### src/rtl/apu_envelope.sv
// apu_envelope: per-channel decay envelope and length counter.
// Quarter-frame strobes step the envelope, half-frame strobes step the length
// counter. Volume and active are registered from the current state, so they
// trail any state change by one clock.
module apu_envelope (
   input  logic       clk,
   input  logic       rst_n,
   input  logic       enable_240hz,
   input  logic       enable_120hz,
   input  logic       channel_en,
   input  logic       wr_ctrl,
   input  logic       wr_length,
   input  logic [7:0] wr_data,
   output logic [3:0] volume,
   output logic       active
);

   logic       loop_q,      loop_d;
   logic       const_vol_q, const_vol_d;
   logic [3:0] period_q,    period_d;
   logic       start_q,     start_d;
   logic [3:0] divider_q,   divider_d;
   logic [3:0] decay_q,     decay_d;
   logic [7:0] length_q,    length_d;
   logic [3:0] volume_q,    volume_d;
   logic       active_q,    active_d;

   // Length load table, indexed by wr_data[7:3]
   function automatic logic [7:0] length_lut(input logic [4:0] idx);
      logic [7:0] val;
      case (idx)
         5'd0:    val = 8'd10;
         5'd1:    val = 8'd254;
         5'd2:    val = 8'd20;
         5'd3:    val = 8'd2;
         5'd4:    val = 8'd40;
         5'd5:    val = 8'd4;
         5'd6:    val = 8'd80;
         5'd7:    val = 8'd6;
         5'd8:    val = 8'd160;
         5'd9:    val = 8'd8;
         5'd10:   val = 8'd60;
         5'd11:   val = 8'd10;
         5'd12:   val = 8'd14;
         5'd13:   val = 8'd12;
         5'd14:   val = 8'd26;
         5'd15:   val = 8'd14;
         5'd16:   val = 8'd12;
         5'd17:   val = 8'd16;
         5'd18:   val = 8'd24;
         5'd19:   val = 8'd18;
         5'd20:   val = 8'd48;
         5'd21:   val = 8'd20;
         5'd22:   val = 8'd96;
         5'd23:   val = 8'd22;
         5'd24:   val = 8'd192;
         5'd25:   val = 8'd24;
         5'd26:   val = 8'd72;
         5'd27:   val = 8'd26;
         5'd28:   val = 8'd16;
         5'd29:   val = 8'd28;
         5'd30:   val = 8'd32;
         5'd31:   val = 8'd30;
         default: val = 8'd0;
      endcase
      return val;
   endfunction

   // Next-state logic: envelope tick, register writes, length counter, outputs
   always_comb begin
      loop_d      = loop_q;
      const_vol_d = const_vol_q;
      period_d    = period_q;
      start_d     = start_q;
      divider_d   = divider_q;
      decay_d     = decay_q;
      length_d    = length_q;
      volume_d    = volume_q;
      active_d    = active_q;

      // Envelope step uses pre-write loop/period and the old start flag
      if (enable_240hz) begin
         if (start_q) begin
            start_d   = 1'b0;
            decay_d   = 4'd15;
            divider_d = period_q;
         end else if (divider_q == 4'd0) begin
            divider_d = period_q;
            if (decay_q != 4'd0) begin
               decay_d = decay_q - 4'd1;
            end else if (loop_q) begin
               decay_d = 4'd15;
            end else begin
               decay_d = decay_q;
            end
         end else begin
            divider_d = divider_q - 4'd1;
         end
      end else begin
         divider_d = divider_q;
      end

      // A length write arms a restart for the next quarter frame
      if (wr_length) begin
         start_d = 1'b1;
      end else begin
         start_d = start_d;
      end

      if (wr_ctrl) begin
         loop_d      = wr_data[5];
         const_vol_d = wr_data[4];
         period_d    = wr_data[3:0];
      end else begin
         loop_d      = loop_q;
      end

      // Disable beats load, load beats decrement, loop doubles as halt
      if (!channel_en) begin
         length_d = 8'd0;
      end else if (wr_length) begin
         length_d = length_lut(wr_data[7:3]);
      end else if (enable_120hz && (length_q != 8'd0) && !loop_q) begin
         length_d = length_q - 8'd1;
      end else begin
         length_d = length_q;
      end

      if (length_q == 8'd0) begin
         volume_d = 4'd0;
      end else if (const_vol_q) begin
         volume_d = period_q;
      end else begin
         volume_d = decay_q;
      end
      active_d = (length_q != 8'd0);
   end

   // State and output registers, cleared asynchronously
   always_ff @(posedge clk or negedge rst_n) begin
      if (!rst_n) begin
         loop_q      <= 1'b0;
         const_vol_q <= 1'b0;
         period_q    <= 4'd0;
         start_q     <= 1'b0;
         divider_q   <= 4'd0;
         decay_q     <= 4'd0;
         length_q    <= 8'd0;
         volume_q    <= 4'd0;
         active_q    <= 1'b0;
      end else begin
         loop_q      <= loop_d;
         const_vol_q <= const_vol_d;
         period_q    <= period_d;
         start_q     <= start_d;
         divider_q   <= divider_d;
         decay_q     <= decay_d;
         length_q    <= length_d;
         volume_q    <= volume_d;
         active_q    <= active_d;
      end
   end

   assign volume = volume_q;
   assign active = active_q;

endmodule

### config.mk
export PLATFORM = sky130hd
export DESIGN_NAME = apu_envelope
export DESIGN_NICKNAME = d
export VERILOG_FILES = /design/src/rtl/apu_envelope.sv
export SDC_FILE = /design/constraint.sdc
export NUM_CORES = 1
export LEC_CHECK = 0
export CELL_PAD_IN_SITES_DETAIL_PLACEMENT = 1
export CELL_PAD_IN_SITES_GLOBAL_PLACEMENT = 1
export CORE_ASPECT_RATIO = 0.8
export CORE_MARGIN = 5
export CORE_UTILIZATION = 39
export CTS_BUF_LIST = sky130_fd_sc_hd__clkbuf_16
export CTS_CLUSTER_SIZE = 40
export DETAILED_ROUTE_END_ITERATION = 8
export GPL_TIMING_DRIVEN = 0
export PLACE_DENSITY_LB_ADDON = 0.1
export RECOVER_POWER = 25
export REMOVE_ABC_BUFFERS = 1
export SLEW_MARGIN = 20
export SYNTH_ARGS = -nofsm -noshare
export SYNTH_HDL_FRONTEND = slang
export SYNTH_SLANG_ARGS = --single-unit
### constraint.sdc
create_clock -name clk -period 1.9 [get_ports clk]
set_input_delay 0.285 -clock clk [delete_from_list [all_inputs] [get_ports clk]]
set_output_delay 0.285 -clock clk [all_outputs]
set_load 0.1 [all_outputs]
# Word-level counts from Yosys, hierarchy flattened
# Memory sizes are Yosys's and may differ from the RTL's.
# Index checks and enable logic that the tools add are counted.
[op_classes]
mux = 13
n_addsub = 3
n_reduce_logical = 11
n_eq_ne = 1
[op_table]
columns = ["operator", "n"]
rows = [
  ["2-to-1 mux 4 bit", 8],
  ["2-to-1 mux 8 bit", 3],
  ["zero test 8 bit", 1],
  ["nonzero test 8 bit", 1],
  ["subtractor 4 x 1 -> 4 bit, second input constant", 2],
  ["subtractor 8 x 1 -> 8 bit, second input constant", 1],
  ["zero test 4 bit", 1],
  ["nonzero test 2 bit", 2],
  ["nonzero test 4 bit", 1],
  ["inequality test 3 x 1 -> 1 bit, second input constant", 1],
  ["AND reduction 3 bit", 1],
  ["nonzero test 3 bit", 1],
  ["logical AND 1 bit", 2],
  ["2-to-1 mux 1 bit", 2],
  ["zero test 1 bit", 1],
]
[totals]
out_inout_bits = 5
rom_bits = 224
in_bits = 15
memories = 1
reg_bits = 28
[mem_list]
columns = ["memory", "words", "word_bits", "read_ports", "rd_ports_with_merged_regs", "write_ports", "line_no", "source"]
rows = [
  ["(name not given)", 32, 7, 1, 0, 0, "31", "case (idx)"],
]

# Longest topological paths before layout
# Gate-level depths: netlist of the first run.
[depth]
depth_word = 6
depth_mapped = 7

# Least setup slack after synthesis of the first run
# OpenSTA, ideal clock, no wires.
[synth_path]
path_type = "reg2reg"
startpoint = "register length_q[0]"
endpoint = "register length_q[4]"
required_time_ns = 1.806
arrival_ns = 1.725
stages_incl_launch_ff = 7
path_slack_ns = 0.081
synth_period_minus_slack_ns = 1.819
setup_ns = 0.094
cell_sequence = "dfrtp_1 > inv_1 > ha_1 > or3b_1 > a211oi_1 > mux2_1 > a211oi_1"
[synth_between]
elab_chain_len = 4
word_cells_on_any_way = 8
classes_between = "add/sub: 1; eq/ne: 1; mux: 3; reduce/logical: 3"
[synth_rtl]
columns = ["element", "line_no", "source"]
rows = [
  ["start: declaration", "24", "logic [7:0] length_q, length_d;"],
  ["start signal: assignment", "158", "length_q <= length_d;"],
  ["subtractor 8 x 1 -> 8 bit / nonzero test 8 bit (equally long branches)", "124, 123", ""],
  ["2-to-1 mux 8 bit / logical AND 1 bit (equally long branches)", "123", "end else if (enable_120hz && (length_q != 8'd0) && !loop_q) begin"],
  ["2-to-1 mux 8 bit / logical AND 1 bit (equally long branches)", "121, 123", ""],
  ["2-to-1 mux 8 bit / inequality test 3 x 1 -> 1 bit (equally long branches)", "n/a", ""],
]
# Several ways; a longest one is shown, not always the timed one. The select of a mux whose other input is x is not followed.
# A chain may end at the register's enable or synchronous reset.

# Worst setup path after layout of the first run
[layout_path]
startpoint = "register length_q[0]"
endpoint = "register length_q[1]"
# Same word-level chain as after synthesis.

==> out/results.ini, run 1 <==
[grt]
use_met2=0.283
grt_max_degree=29
grt_usage=0.173
overflow=0
met3_usage=0.0284
grt_pass1_vias=1694
top_usage_layer=met2
antenna_found_initial=0
grt.met1_usage=0.251
grt_pass1_wl_um=8670

[floorplanning]
die_x_um=87.8
coreArea_sq_um=4650
ios=20
dieArea_sq_um=6350
start_util=0.406
row_count=22
die_h_um=72.3

[routing]
dr_total_vias=1579
antenna_left=0
routedWlPerCell_um=18.5
vias_per_cell=5.72
dr.first_iter.drc_count=50
drt-pass1-iter-count=4
drc=0
routed_wl_um=5120

[power]
power_frac_comb=0.361
p_sw_uw=765
seq_power_share=0.398
p_clk_frac=0.241
vdd_drop_max_uv=817
p_leak_uw=0.000943
swShare=0.385
p_int_uw=1220
p_per_area_nw_per_um2=862

[setup_path]
criticalPathCategory=register to register
worst-path-max-fanout=6
startpoint_type=register
end_kind=register
crit_chain=inv_2, ha_1, nor3b_4, a21oi_2, mux2_2, o22ai_1
critical_path.top_delay_family=simple AND/OR/NAND/NOR gates
critPathArrivalTime_ns=1.99
critPathBufInv=1
critical_path.max_stage_delay_ns=0.44
required_ns=2.08
worst_path_max_delay_cell=nor3b_4

[min_path]
worstHoldPathType=input port to asynchronous set/reset pin

[clock_network]
hold_buffers=0
clkTransAtPathRegs_ns=0.07
clock-sinks=28
cts-htree-levels=1
cts-root-buf=clkbuf_16
cts_tree=built
cts_buffers=3
clk-insertion-delay-late_ns=0.26
cts_buffer_depth=2

[yosys]
synth_cells=199
syn_area_per_cell_sq_um=9.50
seq_area_frac_synth=0.371
synth_warnings=0
synth_top_area_cell=dfrtp_1
ys_ff_latch=28
synth_edf_count=0
ys_types=53
synth_ff_type=dfrtp_1
netlist_area_sq_um=1890
synth_top_area_share=0.371
ys_async_sr_fraction=1.00
synthTopCellsByArea=dfrtp_1 (37%), ha_1 (6.6%), mux2_2 (4.8%), o21ai_0 (4.0%), inv_1 (3.6%)

[placed_design]
dp_hpwl_um=3670
portBuffers=19
globalplace.congestion=0.833
dp.cells=268

[finish]
fill_cells=538
layout.cells.non_filler=276
nNetsFinal=242
drive_gt1_frac=0.204
diodes=0
fin_util=0.496
area_growth_pct=22.0

[timing]
rsz0062_at_grt=true
fin_crit_sh=0.954
hold_viol_final=0
maxSlewHeadroom=-0.0198
worst_pin_slew_ns=1.53
drv_slew=29
setup_violations=0
fin_crit_ns=1.81
max_freq_mhz=551
final.setup_skew_ns=0.00309

[flow_run]
drv_cap=1

[status]
status=complete, but fails checks
violations=max-capacitance violations, max-slew violations

[layout make-up]
type / count / area (sq um) / area share
clock inverters: 1 / 3.75 / 0.00163
flip-flops and latches: 28 / 701 / 0.304
well taps: 60 / 75.1 / 0.0326
inverters: 19 / 72.6 / 0.0315
multi-input cells: 142 / 1170 / 0.506
repair buffers: 23 / 213 / 0.0922
clock buffers: 3 / 75.1 / 0.0326
[Yosys cell counts, drive strengths merged (2+ instances only)]
cell / number
dfrtp: 28
inv: 18
nor2: 16
o21ai: 15
ha: 10
mux2: 9
a21oi: 8
a211oi: 7
clkbuf: 7
nand2: 6
nor3: 6
mux2i: 4
nand2b: 4
nor2b: 4
nor3b: 4
xnor2: 4
buf: 3
nand3b: 3
nor4: 3
or3: 3
a2111oi: 2
a21o: 2
a221oi: 2
a31oi: 2
and3b: 2
nand3: 2
nor4b: 2
o22a: 2
o22ai: 2
o32a: 2
or2: 2
or3b: 2
[final timing paths]
| kind | startpoint | endpoint | slack (ns) | cells after the start |
|---|---|---|---|---|
| worst max-delay path | length_q[0] | length_q[1] | 0.09 | 6 |
| worst min-delay path | rst_n | length_q[6] | 0.39 | 1 |
| worst max register to register | length_q[0] | length_q[1] | 0.09 | 6 |
| worst min register to register | divider_q[0] | divider_q[0] | 0.51 | 1 |
| max in group asynchronous | rst_n | period_q[0] | 0.62 | 1 |
| min in group clk | divider_q[0] | divider_q[0] | 0.51 | 1 |
[through the flow]
stage	cell area, sq um	TNS (ns)	hold WS, ns	power [uW]	setup WS (ns)
after floorplan	1850	0	-0.0106	1250	0.0812
after global placement	2110	-2.92	0.487	1440	-0.618
after detailed placement	2110	-3.86	0.353	1470	-0.793
after CTS	2250	0	0.0718	1960	0.00207
after global routing	2310	-0.0309	0.541	2100	-0.0309
final	2310	0	0.389	1990	0.0867
[cells in the final DEF (no fill, tap or decap), types with 5 or more instances in the layout]
cell,count
mux2_2,8
o21ai_0,14
dlygate4sd2_1,6
ha_1,8
nor3_1,6
a211oi_1,5
clkdlybuf4s50_1,8
dfrtp_1,28
a21oi_1,7
inv_1,15
nor2_1,16
nand2_1,6
[what timing repair did]
action                                  4_1_cts  5_1_grt
pin swaps                                     1        3
gates resized for setup                      23       13
endpoints found under the setup margin       14        9
buffers inserted                              3        1
hold endpoints to repair                      0        0
[flip-flops by register name, summed over array words and instances, names as in the netlist]
name         flops
period_q         4
active           1
volume           4
decay_q          4
divider_q        4
length_q         8
start_q          1
const_vol_q      1
loop_q           1
[layer usage]
| layer | share of wire | wire (um) |
|---|---|---|
| met3 | 0.030 | 156 |
| met4 | 0.0020 | 10 |
| met5 | 0 | 0 |
| met1 | 0.50 | 2580 |
| met2 | 0.46 | 2370 |
[power by group through the flow]
stage          Clock (uW)  Sequential, uW  Combinational, uW
3_5_place_dp            0             795                677
5_1_grt               518             805                775
3_3_place_gp            0             785                657
2_1_floorplan           0             958                295
4_1_cts               490             784                689
6_report              480             790                717
[cell families (layout without fill, tap and decap cells)]
group           after synthesis  count (layout)  share of synthesized area
compound gates               52              52                      0.197
buf+inv                      29              46                     0.0596
mux                          14              14                     0.0867
fa+ha+maj                    10              10                     0.0662
flops                        28              28                      0.371
xor+xnor                      4               4                     0.0185
simple gates                 62              62                      0.202
Power figures use the tool's default switching activity.
==> run 2: changes to the inputs <==
- CTS_CLUSTER_SIZE: 40 -> default
==> results of run 2 <==
No change in the layout: final DEF, timing and power equal those of run 1.
==> run 3: changes to the inputs <==
- CTS_CLUSTER_SIZE: default -> 14
==> results of run 3 <==
No change in the layout: final DEF, timing and power equal those of run 1.
